### src/rtl/adc_conv_sequencer.sv
// ---------------------------------------------------------------------------
// adc_conv_sequencer
//   Runs a parallel-output ADC at a fixed conversion rate. Each period starts
//   with a CONVST pulse, waits for the ADC's end-of-conversion falling edge,
//   captures the data bus and then idles out the rest of the period. A
//   conversion the ADC never finishes is abandoned after TIMEOUT clocks and
//   counted. Captured samples are also block-averaged over 2^AVG_LOG2 samples.
//
// Parameters
//   CLK_DIV       clocks per conversion period (64..65535)
//   CONVST_WIDTH  clocks o_convst is held high (1..TIMEOUT-1)
//   TIMEOUT       clocks from CONVST rise before a conversion is abandoned
//   AVG_LOG2      log2 of the averaging block size (0..4)
//
// Ports
//   i_CLK        clock, rising edge
//   i_RST        asynchronous active-low reset
//   i_enable     run request (sampled at period boundaries)
//   i_data[7:0]  ADC data bus (asynchronous)
//   i_eoc        ADC end-of-conversion, falling edge = data valid (asynchronous)
//   o_convst     conversion-start pulse to the ADC
//   o_data[7:0]  last captured sample,  o_valid     one-cycle update strobe
//   o_avg[7:0]   last block average,    o_avg_valid one-cycle update strobe
//   o_timeout    one-cycle pulse when a conversion is abandoned
//   o_err_cnt    saturating timeout count
//   o_busy       high whenever the sequencer is not idle
// ---------------------------------------------------------------------------
module adc_conv_sequencer #(
  parameter int CLK_DIV      = 1000,
  parameter int CONVST_WIDTH = 10,
  parameter int TIMEOUT      = 500,
  parameter int AVG_LOG2     = 2
) (
  input  logic       i_CLK,
  input  logic       i_RST,
  input  logic       i_enable,
  input  logic [7:0] i_data,
  input  logic       i_eoc,
  output logic       o_convst,
  output logic [7:0] o_data,
  output logic       o_valid,
  output logic [7:0] o_avg,
  output logic       o_avg_valid,
  output logic       o_timeout,
  output logic [7:0] o_err_cnt,
  output logic       o_busy
);

  localparam int          ACC_W        = 8 + AVG_LOG2;
  localparam logic [15:0] START_LAST   = 16'(CONVST_WIDTH - 1);
  localparam logic [15:0] TIMEOUT_LAST = 16'(TIMEOUT - 1);
  localparam logic [15:0] PERIOD_LAST  = 16'(CLK_DIV - 1);
  localparam logic [4:0]  BLOCK_LAST   = 5'((1 << AVG_LOG2) - 1);

  typedef enum logic [1:0] {IDLE, START, WAIT, HOLD} state_t;

  state_t             state, state_next;
  logic [15:0]        period_cnt, period_cnt_next;

  logic               eoc_s1, eoc_s2, eoc_s3, eoc_fall;
  logic [7:0]         data_s1, data_s2, data_cap;

  logic               capture, abandon;
  logic [ACC_W-1:0]   acc, sum;
  logic [4:0]         sample_cnt;

  // Synchronizers. The data bus goes through the same number of stages as
  // EOC so that the word registered alongside the detected edge is the one
  // that was on the bus when EOC was first seen low. A third stage forms the
  // edge detector; the edge and its data word are registered once more so the
  // FSM acts on clean flops.
  always_ff @(posedge i_CLK or negedge i_RST) begin
    if (!i_RST) begin
      eoc_s1   <= 1'b1;
      eoc_s2   <= 1'b1;
      eoc_s3   <= 1'b1;
      eoc_fall <= 1'b0;
      data_s1  <= 8'd0;
      data_s2  <= 8'd0;
      data_cap <= 8'd0;
    end else begin
      eoc_s1   <= i_eoc;
      eoc_s2   <= eoc_s1;
      eoc_s3   <= eoc_s2;
      eoc_fall <= eoc_s3 & ~eoc_s2;
      data_s1  <= i_data;
      data_s2  <= data_s1;
      data_cap <= data_s2;
    end
  end

  // Next-state logic. Counter comparisons use the "about to reach" value so
  // the registered strobes land exactly on the counted clock.
  always_comb begin
    state_next = state;
    capture    = 1'b0;
    abandon    = 1'b0;
    case (state)
      IDLE:  if (i_enable) state_next = START;
      START: if (period_cnt >= START_LAST) state_next = WAIT;
      WAIT: begin
        // A real EOC edge wins over a simultaneous timeout.
        if (eoc_fall) begin
          capture    = 1'b1;
          state_next = HOLD;
        end else if (period_cnt >= TIMEOUT_LAST) begin
          abandon    = 1'b1;
          state_next = HOLD;
        end
      end
      HOLD:  if (period_cnt >= PERIOD_LAST) state_next = i_enable ? START : IDLE;
      default: state_next = IDLE;
    endcase

    if (state_next == START && state != START) period_cnt_next = 16'd0;
    else                                       period_cnt_next = period_cnt + 16'd1;
  end

  assign sum      = acc + ACC_W'(data_cap);
  assign o_convst = (state == START);
  assign o_busy   = (state != IDLE);

  always_ff @(posedge i_CLK or negedge i_RST) begin
    if (!i_RST) begin
      state       <= IDLE;
      period_cnt  <= 16'd0;
      o_data      <= 8'd0;
      o_valid     <= 1'b0;
      o_avg       <= 8'd0;
      o_avg_valid <= 1'b0;
      o_timeout   <= 1'b0;
      o_err_cnt   <= 8'd0;
      acc         <= '0;
      sample_cnt  <= 5'd0;
    end else begin
      state       <= state_next;
      period_cnt  <= period_cnt_next;
      o_valid     <= capture;
      o_avg_valid <= 1'b0;
      o_timeout   <= abandon;

      if (capture) begin
        o_data <= data_cap;
        if (sample_cnt == BLOCK_LAST) begin
          // Block complete: publish the truncated mean and start a new block.
          o_avg       <= sum[ACC_W-1:AVG_LOG2];
          o_avg_valid <= 1'b1;
          acc         <= '0;
          sample_cnt  <= 5'd0;
        end else begin
          acc        <= sum;
          sample_cnt <= sample_cnt + 5'd1;
        end
      end

      if (abandon && o_err_cnt != 8'hFF) o_err_cnt <= o_err_cnt + 8'd1;
    end
  end

endmodule
### config.mk
export PLATFORM = sky130hd
export DESIGN_NAME = adc_conv_sequencer
export DESIGN_NICKNAME = d
export VERILOG_FILES = /design/src/rtl/adc_conv_sequencer.sv
export SDC_FILE = /design/constraint.sdc
export NUM_CORES = 1
export LEC_CHECK = 0
export CAP_MARGIN = 20
export CORE_ASPECT_RATIO = 0.8
export CORE_MARGIN = 8
export CORE_UTILIZATION = 50
export DETAILED_ROUTE_END_ITERATION = 8
export GPL_TIMING_DRIVEN = 0
export PLACE_DENSITY = 0.72
export SYNTH_ARGS = -nofsm -noshare
export SYNTH_HDL_FRONTEND = slang
export SYNTH_SLANG_ARGS = --single-unit
export TNS_END_PERCENT = 10
### constraint.sdc
create_clock -name i_CLK -period 2.7 [get_ports i_CLK]
set_input_delay 0.675 -clock i_CLK [delete_from_list [all_inputs] [get_ports i_CLK]]
set_output_delay 0.675 -clock i_CLK [all_outputs]
set_load 0.03 [all_outputs]
==> flow_summary.json, run 1 <==
{
  "die_area_mm2": 0.0104,
  "hold_viol_final": 0,
  "rsz0062_at_grt": "false",
  "start_util": 0.509,
  "drc": 0,
  "skew_ps": 7.07,
  "ys_types": 48,
  "gr-usage-all-layers": 0.143,
  "core_mm2": 0.00729,
  "syn-cell-area_mm2": 0.00371,
  "fin_cells": 476,
  "synth_edf_count": 0,
  "status": "complete, no violations",
  "setup_viol": 0,
  "wl_um": 6900,
  "io_pins": 41,
  "synth_top_cell_by_area": "dfrtp_1",
  "min_period_over_period": 0.892,
  "syn_avg_cell_area_um2": 11.3,
  "clk_pin_slew_ps": 90,
  "drtIter0Drc": 101,
  "post-route-min-period_ps": 2410,
  "area_growth_pct": 19.2,
  "post_cts_resized": 0,
  "routabilityCongestion": 0.799,
  "place_inst": 460,
  "vias": 2531,
  "max_freq_mhz": 415,
  "path_max_fanout": 8,
  "ant_nets": 0,
  "worst_setup_path_start_kind": "register",
  "ff_latch_area_mm2": 0.00221,
  "worst_pin_slew_ps": 685,
  "syn_inst": 329,
  "place_area_mm2": 0.00425,
  "row_count": 28,
  "syn_nets": 355,
  "grt_pass1_vias": 2526,
  "numCtsBuffers": 9,
  "p_leak_nw": 1.99,
  "fillerInstances": 615,
  "hold_slack_ps": 219,
  "drv_cap": 0,
  "hpwl_um": 4880,
  "antenna_found_initial": 0,
  "multi_input_comb_area_mm2": 0.00145,
  "synth-main-ff-cell": "dfrtp_1",
  "clk_path_buf_depth": 2,
  "grt_pass1_wl_um": 12000,
  "n_antenna_cell": 0,
  "maxSlewHeadroom": 0.537,
  "grt_max_degree": 65,
  "cts_tree": "done",
  "design_area_mm2": 0.00442,
  "cts-root-buf": "clkbuf_8",
  "post_drt_wl_per_cell_um": 14.5,
  "slew_viol_final": 0,
  "seq_area_frac_synth": 0.595,
  "drive_above_1_share": 0.0829,
  "critPathKind": "reg -> out",
  "synthArstFlopShare": 1.00,
  "postCtsHoldBufs": 0,
  "avgViaCountPerCell": 5.32,
  "clk_latency_ps": 350,
  "nets": 407,
  "overflow": 0,
  "cp-end-kind": "output port",
  "p_per_area_mw_per_mm2": 1020,
  "arrival_ps": 1730,
  "synth_top_cells_by_count": "dfrtp_1 (85), nand2_1 (53), nor2_1 (26), o21ai_0 (16), xnor2_1 (14)",
  "ir_drop_uv": 676,
  "yosys_warnings": 0,
  "tns_ps": 0,
  "yosys.cell_count.top_type": "dfrtp_1",
  "cts.sinks": 88,
  "cts_htree_levels": 3,
  "postCtsSetupBuffers": 0,
  "io_buffer_count": 40,
  "crit_required_ps": 2030,
  "yosysTopAreaCellShare": 0.573,
  "die_h_um": 93.0,
  "hold_path.class": "in -> async",
  "fin_total_pwr_mw": 4.50,
  "dr.pass1.iters": 4,
  "synth-seq-cells": 88,
  "yosys-top-cells-area": "dfrtp_1 (57%), nand2_1 (5.4%), ha_1 (4.4%)",
  "die_w_um": 112
}
==> cells in the final DEF (no fill, tap or decap), types with 3 or more instances in the layout <==
cell | Yosys | layout
dfrtp_1 | 85 | 85
o21ai_0 | 16 | 16
dfstp_2 | 3 | 3
nand3_1 | 10 | 10
clkbuf_1 | 3 | 4
nand4_1 | 6 | 6
and3_1 | 3 | 3
nor2b_1 | 6 | 6
a21o_1 | 3 | 3
or3_1 | 4 | 4
a22o_1 | 4 | 4
nor2_1 | 26 | 26
nand2_1 | 53 | 53
mux2_2 | 4 | 4
xnor2_1 | 14 | 14
a31oi_1 | 5 | 5
nor3_1 | 5 | 5
clkdlybuf4s50_1 | 0 | 39
a21oi_1 | 10 | 10
clkbuf_8 | 0 | 9
xor2_1 | 13 | 13
clkinvlp_4 | 0 | 3
ha_1 | 13 | 13
inv_1 | 7 | 7
==> critical path, stage by stage (launching register included) <==
cell and delay, ps:
dfrtp_1 470, or2_2 330, clkdlybuf4s50_1 600
==> worst paths after layout <==
path | start | endpoint | slack (ps) | depth (start not counted)
setup / recovery | state[1] | o_busy | 290 | 2
hold / removal | i_RST | o_data[4] | 220 | 1
setup reg to reg | period_cnt[0] | o_err_cnt[1] | 450 | 5
hold reg to reg | data_s1[1] | data_s2[1] | 350 | 0
max in group asynchronous | i_RST | eoc_s2 | 1840 | 2
min in group i_CLK | data_s1[1] | data_s2[1] | 350 | 0
==> kinds of logic (layout without fill, tap and decap cells) <==
family                     count (synthesis)  after routing  share of synthesized area
and+or+nand+nor                          126            126                      0.161
xor gates and xnor gates                  27             27                     0.0637
DFF                                       88             88                      0.595
buffers and inverters                     13             70                     0.0138
AOI/OAI and AO/OA                         57             57                      0.106
muxes                                      4              4                     0.0121
adders and majority gates                 14             14                     0.0492
==> state kept, by name, summed over array words and instances (netlist names) <==
| register | cells |
|---|---|
| period_cnt | 16 |
| acc | 10 |
| data_cap | 8 |
| data_s1 | 8 |
| data_s2 | 8 |
| o_avg | 8 |
| o_data | 8 |
| o_err_cnt | 8 |
| sample_cnt | 5 |
| state | 2 |
| eoc_fall | 1 |
| eoc_s1 | 1 |
| eoc_s2 | 1 |
| eoc_s3 | 1 |
| o_avg_valid | 1 |
| o_timeout | 1 |
| o_valid | 1 |
==> where the power goes <==
part	internal [mW]	total (mW)	switching, mW	leakage [nW]
combinational	0.772	1.80	1.03	0.806
sequential	1.63	1.90	0.265	1.11
clock	0.338	0.803	0.466	0.0789
total	2.74	4.50	1.76	1.99
==> final cells by class <==
class,instances,share of cell area
Clock inverter,6,0.0102
Tap cell,90,0.0255
Multi-Input combinational cell,228,0.329
Clock buffer,10,0.0289
Inverter,7,0.00594
Timing Repair Buffer,41,0.0962
Sequential cell,88,0.499
Buffer,6,0.00566
==> metal layers <==
layer / up-vias / global-route usage / share of wire
li1: 1245 / - / -
met4: 0 / 0.0470 / 0.010
met3: 9 / 0.0554 / 0.057
met1: 1230 / 0.188 / 0.50
met5: - / 0 / 0
met2: 47 / 0.213 / 0.43
==> stage by stage <==
| step | util | setup slack, ps |
|---|---|---|
| 2_1_floorplan | - | 657 |
| 3_3_place_gp | 0.579 | -2160 |
| 3_5_place_dp | 0.583 | 470 |
| 4_1_cts | 0.607 | 265 |
| 5_1_grt | 0.607 | 219 |
| 6_report | 0.607 | 292 |
Note: power is estimated with default switching activity, not from simulation.
==> inputs of run 2 (changes only) <==
--- a/config.mk
+++ b/config.mk
@@ -11,6 +11,7 @@
 export CORE_UTILIZATION = 50
 export DETAILED_ROUTE_END_ITERATION = 8
 export GPL_TIMING_DRIVEN = 0
+export HOLD_SLACK_MARGIN = 0.08
 export PLACE_DENSITY = 0.72
 export SYNTH_ARGS = -nofsm -noshare
 export SYNTH_HDL_FRONTEND = slang
==> results of run 2 <==
Final layout, timing and power as in run 1 (identical DEF).
